$ cat config.mk
export PLATFORM = sky130hd
export DESIGN_NAME = sd_block_reader
export DESIGN_NICKNAME = d
export VERILOG_FILES = /design/src/rtl/sd_pkg.sv /design/src/rtl/sd_crc16.sv /design/src/rtl/sd_block_reader.sv
export SDC_FILE = /design/constraint.sdc
export NUM_CORES = 1
export LEC_CHECK = 0
export ABC_AREA = 0
export CAP_MARGIN = 20
export CORE_MARGIN = 4
export CORE_UTILIZATION = 38
export DETAILED_ROUTE_END_ITERATION = 8
export SLEW_MARGIN = 20
export SYNTH_ARGS = -nofsm -noshare
export SYNTH_HDL_FRONTEND = slang
export SYNTH_SLANG_ARGS = --single-unit
$ cat constraint.sdc
create_clock -name clk -period 2 [get_ports clk]
set_input_delay 0.3 -clock clk [delete_from_list [all_inputs] [get_ports clk]]
set_output_delay 0.3 -clock clk [all_outputs]
set_load 0.05 [all_outputs]
$ cat src/rtl/sd_pkg.sv
// Shared definitions for the SD block-read path: FSM states, SD token
// constants and the CRC16-CCITT byte update used by sd_crc16.
package sd_pkg;

    typedef enum logic [3:0] {
        IDLE,
        TOK_REQ,
        TOK_WAIT,
        DAT_REQ,
        DAT_WAIT,
        DAT_OUT,
        CRC_REQ,
        CRC_WAIT,
        FINISH
    } sd_state_e;

    localparam logic [7:0]  SD_TOKEN_START = 8'hFE;
    localparam logic [7:0]  SD_IDLE_BYTE   = 8'hFF;
    localparam logic [15:0] SD_CRC16_POLY  = 16'h1021;

    // One byte of CRC16-CCITT, MSB first: the byte is folded into the top
    // of the register and then shifted out bit by bit.
    function automatic logic [15:0] crc16_next(input logic [15:0] crc,
                                               input logic [7:0]  data);
        logic [15:0] c;
        c = crc ^ {data, 8'h00};
        for (int i = 0; i < 8; i++) begin
            c = c[15] ? ((c << 1) ^ SD_CRC16_POLY) : (c << 1);
        end
        return c;
    endfunction

endpackage

$ cat src/rtl/sd_crc16.sv
// Byte-wide CRC16-CCITT accumulator (init 0x0000). clr wins over en.
// Only instantiated when SD_READ_CRC_EN is defined.
module sd_crc16 (
    input  logic        clk,
    input  logic        reset,
    input  logic        clr,
    input  logic        en,
    input  logic [7:0]  data_in,
    output logic [15:0] crc
);
    import sd_pkg::*;

    // Accumulate one data byte per enabled cycle.
    always_ff @(posedge clk) begin
        if (reset || clr) begin
            crc <= 16'h0000;
        end else if (en) begin
            crc <= crc16_next(crc, data_in);
        end
    end

endmodule

$ cat src/rtl/sd_block_reader.sv
// SD single-block reader: polls for the start token, streams the data
// bytes over valid/ready, then fetches the two CRC bytes.
// Optional feature macro: SD_READ_CRC_EN (CRC16 check of the data bytes).
//
// state    | meaning
// ---------+-------------------------------------------------
// IDLE     | waiting for start
// TOK_REQ  | request a token-poll byte
// TOK_WAIT | wait for the poll byte, classify it
// DAT_REQ  | request a data byte
// DAT_WAIT | wait for the data byte, latch it
// DAT_OUT  | hold the byte until the consumer accepts it
// CRC_REQ  | request a CRC byte (high first, then low)
// CRC_WAIT | wait for the CRC byte
// FINISH   | report completion
module sd_block_reader #(
    parameter int BLOCK_BYTES   = 512,
    parameter int TOKEN_TIMEOUT = 1024
) (
    input  logic       clk,
    input  logic       reset,
    input  logic       start,
    output logic       rx_en,
    input  logic [7:0] rx_data,
    input  logic       rx_done,
    output logic [7:0] data_out,
    output logic       data_valid,
    input  logic       data_ready,
    output logic       busy,
    output logic       done,
    output logic       timeout_err,
    output logic       token_err,
    output logic       crc_err
);
    import sd_pkg::*;

    localparam int BW = $clog2(BLOCK_BYTES + 1);
    localparam int PW = $clog2(TOKEN_TIMEOUT + 1);
    localparam logic [BW-1:0] BYTE_LAST = BW'(BLOCK_BYTES);
    localparam logic [PW-1:0] POLL_LAST = PW'(TOKEN_TIMEOUT);

    sd_state_e     state_q, state_d;
    logic [BW-1:0] byte_cnt_q, byte_cnt_d;
    logic [PW-1:0] poll_cnt_q, poll_cnt_d;
    logic          crc_hi_seen_q, crc_hi_seen_d;
    logic          rx_en_q, rx_en_d;
    logic [7:0]    data_out_q, data_out_d;
    logic          data_valid_q, data_valid_d;
    logic          busy_q, busy_d;
    logic          done_q, done_d;
    logic          timeout_err_q, timeout_err_d;
    logic          token_err_q, token_err_d;
    logic          rx_sample;
`ifdef SD_READ_CRC_EN
    logic [7:0]    crc_hi_q, crc_hi_d;
    logic          crc_err_q, crc_err_d;
    logic          crc_clr, crc_en;
    logic [15:0]   crc_calc;
`endif

    // rx_en is registered, so it is high exactly during the first cycle of
    // every *_WAIT state; rx_done is ignored in that cycle because the
    // receiver has not yet seen the request.
    assign rx_sample = rx_done && !rx_en_q;

    // State and output registers.
    always_ff @(posedge clk) begin
        if (reset) begin
            state_q       <= IDLE;
            byte_cnt_q    <= '0;
            poll_cnt_q    <= '0;
            crc_hi_seen_q <= 1'b0;
            rx_en_q       <= 1'b0;
            data_out_q    <= 8'h00;
            data_valid_q  <= 1'b0;
            busy_q        <= 1'b0;
            done_q        <= 1'b0;
            timeout_err_q <= 1'b0;
            token_err_q   <= 1'b0;
`ifdef SD_READ_CRC_EN
            crc_hi_q      <= 8'h00;
            crc_err_q     <= 1'b0;
`endif
        end else begin
            state_q       <= state_d;
            byte_cnt_q    <= byte_cnt_d;
            poll_cnt_q    <= poll_cnt_d;
            crc_hi_seen_q <= crc_hi_seen_d;
            rx_en_q       <= rx_en_d;
            data_out_q    <= data_out_d;
            data_valid_q  <= data_valid_d;
            busy_q        <= busy_d;
            done_q        <= done_d;
            timeout_err_q <= timeout_err_d;
            token_err_q   <= token_err_d;
`ifdef SD_READ_CRC_EN
            crc_hi_q      <= crc_hi_d;
            crc_err_q     <= crc_err_d;
`endif
        end
    end

    // Next-state and next-output logic.
    always_comb begin
        state_d       = state_q;
        byte_cnt_d    = byte_cnt_q;
        poll_cnt_d    = poll_cnt_q;
        crc_hi_seen_d = crc_hi_seen_q;
        rx_en_d       = 1'b0;
        data_out_d    = data_out_q;
        data_valid_d  = data_valid_q;
        busy_d        = busy_q;
        done_d        = 1'b0;
        timeout_err_d = timeout_err_q;
        token_err_d   = token_err_q;
`ifdef SD_READ_CRC_EN
        crc_hi_d      = crc_hi_q;
        crc_err_d     = crc_err_q;
        crc_clr       = 1'b0;
        crc_en        = 1'b0;
`endif
        case (state_q)
            IDLE: begin
                // done_q high means we just left FINISH; a start in that
                // cycle belongs to the old operation and is dropped.
                if (start && !done_q) begin
                    byte_cnt_d    = '0;
                    poll_cnt_d    = '0;
                    crc_hi_seen_d = 1'b0;
                    timeout_err_d = 1'b0;
                    token_err_d   = 1'b0;
                    busy_d        = 1'b1;
                    state_d       = TOK_REQ;
`ifdef SD_READ_CRC_EN
                    crc_hi_d      = 8'h00;
                    crc_err_d     = 1'b0;
                    crc_clr       = 1'b1;
`endif
                end
            end
            TOK_REQ: begin
                rx_en_d = 1'b1;
                state_d = TOK_WAIT;
            end
            TOK_WAIT: begin
                if (rx_sample) begin
                    if (rx_data == SD_IDLE_BYTE) begin
                        poll_cnt_d = poll_cnt_q + PW'(1);
                        if (poll_cnt_d == POLL_LAST) begin
                            timeout_err_d = 1'b1;
                            state_d       = FINISH;
                        end else begin
                            state_d = TOK_REQ;
                        end
                    end else if (rx_data == SD_TOKEN_START) begin
                        state_d = DAT_REQ;
                    end else begin
                        token_err_d = 1'b1;
                        state_d     = FINISH;
                    end
                end
            end
            DAT_REQ: begin
                rx_en_d = 1'b1;
                state_d = DAT_WAIT;
            end
            DAT_WAIT: begin
                if (rx_sample) begin
                    data_out_d   = rx_data;
                    data_valid_d = 1'b1;
                    state_d      = DAT_OUT;
`ifdef SD_READ_CRC_EN
                    crc_en       = 1'b1;
`endif
                end
            end
            DAT_OUT: begin
                if (data_ready) begin
                    data_valid_d = 1'b0;
                    byte_cnt_d   = byte_cnt_q + BW'(1);
                    state_d      = (byte_cnt_d == BYTE_LAST) ? CRC_REQ : DAT_REQ;
                end
            end
            CRC_REQ: begin
                rx_en_d = 1'b1;
                state_d = CRC_WAIT;
            end
            CRC_WAIT: begin
                if (rx_sample) begin
                    if (!crc_hi_seen_q) begin
                        crc_hi_seen_d = 1'b1;
                        state_d       = CRC_REQ;
`ifdef SD_READ_CRC_EN
                        crc_hi_d      = rx_data;
`endif
                    end else begin
                        state_d = FINISH;
`ifdef SD_READ_CRC_EN
                        crc_err_d = ({crc_hi_q, rx_data} != crc_calc);
`endif
                    end
                end
            end
            FINISH: begin
                done_d  = 1'b1;
                busy_d  = 1'b0;
                state_d = IDLE;
            end
            default: begin
                state_d = IDLE;
            end
        endcase
    end

`ifdef SD_READ_CRC_EN
    sd_crc16 u_crc (
        .clk     (clk),
        .reset   (reset),
        .clr     (crc_clr),
        .en      (crc_en),
        .data_in (rx_data),
        .crc     (crc_calc)
    );
    assign crc_err = crc_err_q;
`else
    assign crc_err = 1'b0;
`endif

    assign rx_en       = rx_en_q;
    assign data_out    = data_out_q;
    assign data_valid  = data_valid_q;
    assign busy        = busy_q;
    assign done        = done_q;
    assign timeout_err = timeout_err_q;
    assign token_err   = token_err_q;

endmodule

Yosys cells after proc, flatten, opt, wreduce, memory -nomap -nowiden

Index checks and enable logic that the tools add are counted.

Register bits: 40
Output and inout bits: 15

Add/subtract/negate cells: 2
Equal/unequal tests: 21
Mux-type cells: 35
Reduce and logical (&&, ||, !) cells: 20

Operators with widths:

| kind                                          | number |
|---|---|
| two-way mux 4 bit                             | 9 |
| two-way mux 11 bit                            | 3 |
| one-hot mux 4 bit (8 select lines)            | 1 |
| one-hot mux 11 bit (2 select lines)           | 1 |
| two-way mux 10 bit                            | 2 |
| one-hot mux 10 bit (2 select lines)           | 1 |
| inequality test 2 bit, second input constant  | 9 |
| == test 4 x 3 -> 1 bit, second input constant | 4 |
| == test 8 bit, second input constant          | 2 |
| AND reduction 5 bit                           | 3 |
| two-way mux 1 bit                             | 12 |
| adder 11 x 1 -> 11 bit, second input constant | 1 |
| == test 11 bit, second input constant         | 1 |
| adder 10 x 1 -> 10 bit, second input constant | 1 |
| == test 10 bit, second input constant         | 1 |
| one-hot mux 1 bit (2 select lines)            | 5 |
| nonzero test 2 bit                            | 5 |
| AND reduction 3 bit                           | 3 |
| == test 4 x 2 -> 1 bit, second input constant | 2 |
| == test 4 x 1 -> 1 bit, second input constant | 1 |
| == test 4 bit, second input constant          | 1 |
| logical NOT 4 bit                             | 1 |
| AND reduction 2 bit                           | 2 |
| AND reduction 4 bit                           | 1 |
| other kinds (4)                               | 6 |

Depth between registers and ports, before layout

Depth in word-level cells: 6
Depth in mapped cells: 7
Depth with buffers taken out: 6

Least setup slack after synthesis

Ideal clock, no wire load.

Kind: register -> register
Start point: register poll_cnt_q[0]
End point: register state_q[0]
Setup time: 0.133 ns
Arrival time: 1.664 ns
Setup slack: 0.203 ns
Cell stages (with the launch flop): 7
Path through: dfxtp_1 ha_1 nand3_1 or3b_1 or3_4 a211oi_2 o221ai_1

Cells in the longest elaborated chain, start to end: 6

RTL lines:

| element                            | line                   | text |
|---|---|---|
| from (decl)                        | sd_block_reader.sv:44  | `logic [PW-1:0] poll_cnt_q, poll_cnt_d;` |
| from (signal assigned)             | sd_block_reader.sv:87  | `poll_cnt_q <= poll_cnt_d;` |
| adder 11 x 1 -> 11 bit             | sd_block_reader.sv:148 | `poll_cnt_d = poll_cnt_q + PW'(1);` |
| == test 11 bit                     | sd_block_reader.sv:149 | `if (poll_cnt_d == POLL_LAST) begin` |
| two-way mux 4 bit                  | sd_block_reader.sv:149 |  |
| two-way mux 4 bit                  | sd_block_reader.sv:147 | `if (rx_data == SD_IDLE_BYTE) begin` |
| two-way mux 4 bit                  | sd_block_reader.sv:146 | `if (rx_sample) begin` |
| one-hot mux 4 bit (8 select lines) | sd_block_reader.sv:122 | `case (state_q)` |
| to (signal assigned)               | sd_block_reader.sv:85  | `state_q <= state_d;` |
| to (decl)                          | sd_block_reader.sv:42  | `sd_state_e state_q, state_d;` |

Every way passes these cells. The select of a mux whose other input is x is not followed.
A chain may end at the register's enable or synchronous reset.

Final worst setup path

Start point: register state_q[0]
End point: register poll_cnt_q[7]

Cells in the longest elaborated chain, start to end: 3
Elaborated cells on any way between the ends: 8

RTL lines:

| element                                                                             | line |
|---|---|
| == test 4 x 2 -> 1 bit / logical NOT 4 bit (equally long branches)                  | sd_block_reader.sv:122 |
| inequality test 2 bit (no source line) / nonzero test 2 bit (equally long branches) | -- |
| AND reduction 4 bit (no source line)                                                | -- |

Parallel ways exist; a longest one is shown, timed or not.

==> results summary <==
The run finished with clean final reports. The average cell area after synthesis is 8.37 sq um. The path class of the tightest hold or removal check is flip-flop to flip-flop. The largest fanout on the critical path came out at 10. The DRC violation count after routing came out at 0. Sequential cells were found to cover 37.5% of the synthesized design area.

The number of violations reported at the end of detailed-routing iteration 0 came out at 144. In this run, synthesis produced a sequential element count of 40. Setup repair after global routing left no endpoint under its margin. The count of synthesis-stage warnings from yosys is 0.

In this run, distinct cell masters in the synthesized netlist total 54. The average detailed-routed wire length per instance is 14.0 um. The number of hold-repair buffers added at the cts stage is 0.

The maximum buffer depth of the clock tree came out at 2. The maximum VDD drop is 0.000562 V. During placement, the flow inserted port buffers numbering 26. The slack of the worst reg-to-reg path is 0.12 ns. The power density relative to cell area came out at 881 nW/um^2. The post-synthesis async set-or-reset flop share is 0%.

The number of diodes added for antenna fixing is 0. The gate count of the mapped netlist came out at 255. The final layout contains routed wiring with a total length of 5.23 mm.

The library cell used most frequently in the layout, excluding fill and tap cells, is dfxtp_1. The worst reg2reg path depth is 5. The overall track demand over capacity in global routing is 15.8%. The via count of the first global-routing pass was 1980.

The worst hold path terminates at data_valid. The placed cell count came out at 367. The die is 83.0 um tall.

The maximum clock frequency came out at 0.531 GHz. The number of antenna violations at the first check in global routing is 0. The final period utilization came out at 94.1%. The overall power is 0.00236 W. The endpoint kind of the worst setup timing path is a flip-flop. The startpoint identified for the worst hold timing path is data_valid. Once detailed placement completed, the half-perimeter wirelength came to 3.78 mm. The non-filler instance count after layout is 374. Pin placement for this block handled 28 I/O pins. The antenna violation net count after detailed routing came out at 0.

The final layout contains 317 nets. The worst path arrival time is 2.11 ns. The number of clock buffers inserted by TritonCTS came out at 5. The final cell area excluding filler cells came out at 2690 sq um. The max-slew violation total from the final report was 0. The region available for standard cell placement spans 5470 sq um. The cell count of the worst hold path came out at 2. Summing all placed instances gives a cell area of 2590 sq um. The static leakage power is 1.03 nW. Compared with the post-synthesis result, the final layout area differs by 25.8%. Across all layers, the routed design uses 2043 vias. The number of enable-type register cells in the synthesized netlist is 0.

The first global-routing pass estimated 9.05 mm of wire. The worst setup path is launched from a flip-flop. The initial core utilization came out at 39.0%. The tool flagged a number of max-cap violations equal to 0. Measured against its own limit, the worst slew margin works out to 66.4%.

The total number of clock tree sinks is 40. Clock-pin slew was measured on the worst setup and hold paths at 0.08 ns. The H-tree depth came out at 2. The post-route minimum period came out at 1.88 ns. The startpoint identified for the worst register-to-register timing path is state_q[0]. Synthesis produced a netlist with a net count of 270. The die outline area is 6880 sq um. The worst clock skew on the final layout came out at 0.0103 ns. The minimum setup slack in the final design came out at 0.117 ns. The TritonCTS clock tree is done.

The final number of hold-violating endpoints came out at 0. The horizontal die dimension came out at 83.0 um. Setup violations remaining at the end of the flow were counted as 0. Clock tree synthesis selected as its root buffer the cell clkbuf_8.

The clock network latency to the later pin of the worst-skew pair came out at 0.30 ns. The average via count per standard cell came out at 5.46. At the end of routability-driven placement, the weighted congestion stood at 0.855. For this run, the leading register cell type out of synthesis is dfxtp_1.

The number of placement rows came out at 27. The mapped netlist covers 2130 sq um. The share of final-layout standard cells stronger than drive strength 1 came out at 16.9%. For the pin with the worst max-slew slack, the measured transition is 0.503 ns. The worst endpoint required time is 2.23 ns. The critical path is of the flip-flop to flip-flop type. Timing analysis after detailed placement gives a worst setup slack of -0.0739 ns. The pre-antenna-repair detailed-routing pass consisted of 4 iterations. The sum of overflow across all layers after global routing is 0.

Measured on the finished design, the core utilization comes to 49.1%. Entering global routing, the biggest net connects 29 pins. The worst register-to-register path ends at poll_cnt_q[7]. In the layout the commonest cells are dfxtp_1 (39), nor2_1 (32), a21oi_1 (26), clkdlybuf4s50_1 (26), buf_4 (24).
how the worst max path moves through the flow:
stage                  start            end  slack, ns
2_1_floorplan  poll_cnt_q[0]     state_q[0]       0.20
5_1_grt           state_q[0]  poll_cnt_q[7]      0.005
4_1_cts        poll_cnt_q[1]     state_q[0]       0.06
3_3_place_gp         rx_done  poll_cnt_q[7]      -0.06
3_5_place_dp         rx_done  poll_cnt_q[7]      -0.07
6_report          state_q[0]  poll_cnt_q[7]       0.12
Yosys cell counts, types with 2 or more instances:
cell type / number / share of area [%]
a21oi_1: 26 / 6.1
a31oi_1: 4 / 1.2
and2_2: 2 / 0.70
and3_1: 6 / 1.8
and3_2: 3 / 1.1
and3b_1: 3 / 1.2
clkbuf_1: 6 / 1.1
clkbuf_8: 3 / 1.9
dfxtp_1: 40 / 38
ha_1: 2 / 1.2
inv_1: 5 / 0.88
mux2i_1: 10 / 4.7
nand2_1: 11 / 1.9
nand2b_1: 3 / 0.88
nand3_1: 15 / 3.5
nand3b_1: 5 / 1.8
nand4_1: 6 / 1.8
nor2_1: 32 / 5.6
nor2b_1: 2 / 0.59
nor3_1: 8 / 1.9
nor3b_1: 3 / 1.1
nor4b_1: 2 / 0.82
o21ai_0: 14 / 3.3
or2_2: 2 / 0.59
or3_1: 6 / 1.8
or3_2: 2 / 0.70
or4_1: 3 / 1.1
xor2_1: 5 / 2.1
state kept, by name, indices dropped and copies added (netlist names):
| register | count |
|---|---|
| data_out | 8 |
| crc_hi_seen_q | 1 |
| poll_cnt_q | 11 |
| timeout_err | 1 |
| state_q | 4 |
| token_err | 1 |
| data_valid | 1 |
| rx_en | 1 |
| busy | 1 |
| done | 1 |
| byte_cnt_q | 10 |
logic make-up (layout without fill, tap and decap cells):
kind of cell	Yosys count	count (layout)	synth area share, %
buffers and inverters	15	62	4.22
DFF	40	40	37.5
adders and majority gates	2	2	1.17
and+or+nand+nor	124	124	33.3
muxes	10	10	4.69
other	1	1	0.176
AOI/OAI and AO/OA	57	57	16.5
xor gates and xnor gates	6	6	2.46
what timing repair did:
item | in CTS | in global routing
setup buffers | 0 | 0
endpoints found under the setup margin | 0 | 2
gates resized for setup | 0 | 3
routing by layer:
metal / up-vias / GRT usage [%] / routed length [um]
li1: 1024 / - / -
met1: 969 / 20.1 / 2490
met2: 43 / 25.6 / 2430
met3: 7 / 3.67 / 216
met4: 0 / 6.39 / 97
met5: - / 0 / 0
critical path, cell delays in order, from the launching register on:
cell and delay (ns):
dfxtp_1 0.41, or3_1 0.43, o21ba_4 0.28, nand3_2 0.12, or3_2 0.42, a21oi_1 0.14
per-stage QoR:
stage,TNS [ns],hold slack (ns)
final,0,0.458
after global placement,-0.0779,0.445
after detailed placement,-0.107,0.450
after global routing,0,0.495
after CTS,0,0.461
after floorplan,0,0.444
cell type report:
cell class / count / area, sq um
Timing Repair Buffer: 50 / 440
Tap cell: 72 / 90.1
Clock inverter: 1 / 5.00
Inverter: 5 / 18.8
Clock buffer: 6 / 72.6
Multi-Input combinational cell: 200 / 1260
Sequential cell: 40 / 802
Fill cell: 562 / 2790
power breakdown:
| group | total, W | switching [W] | internal (W) |
|---|---|---|---|
| clock | 0.000528 | 0.000290 | 0.000238 |
| sequential | 0.000929 | 0.0000724 | 0.000857 |
| combinational | 0.000908 | 0.000493 | 0.000414 |
| total | 0.00236 | 0.000856 | 0.00151 |
Power figures use the tool's default switching activity.
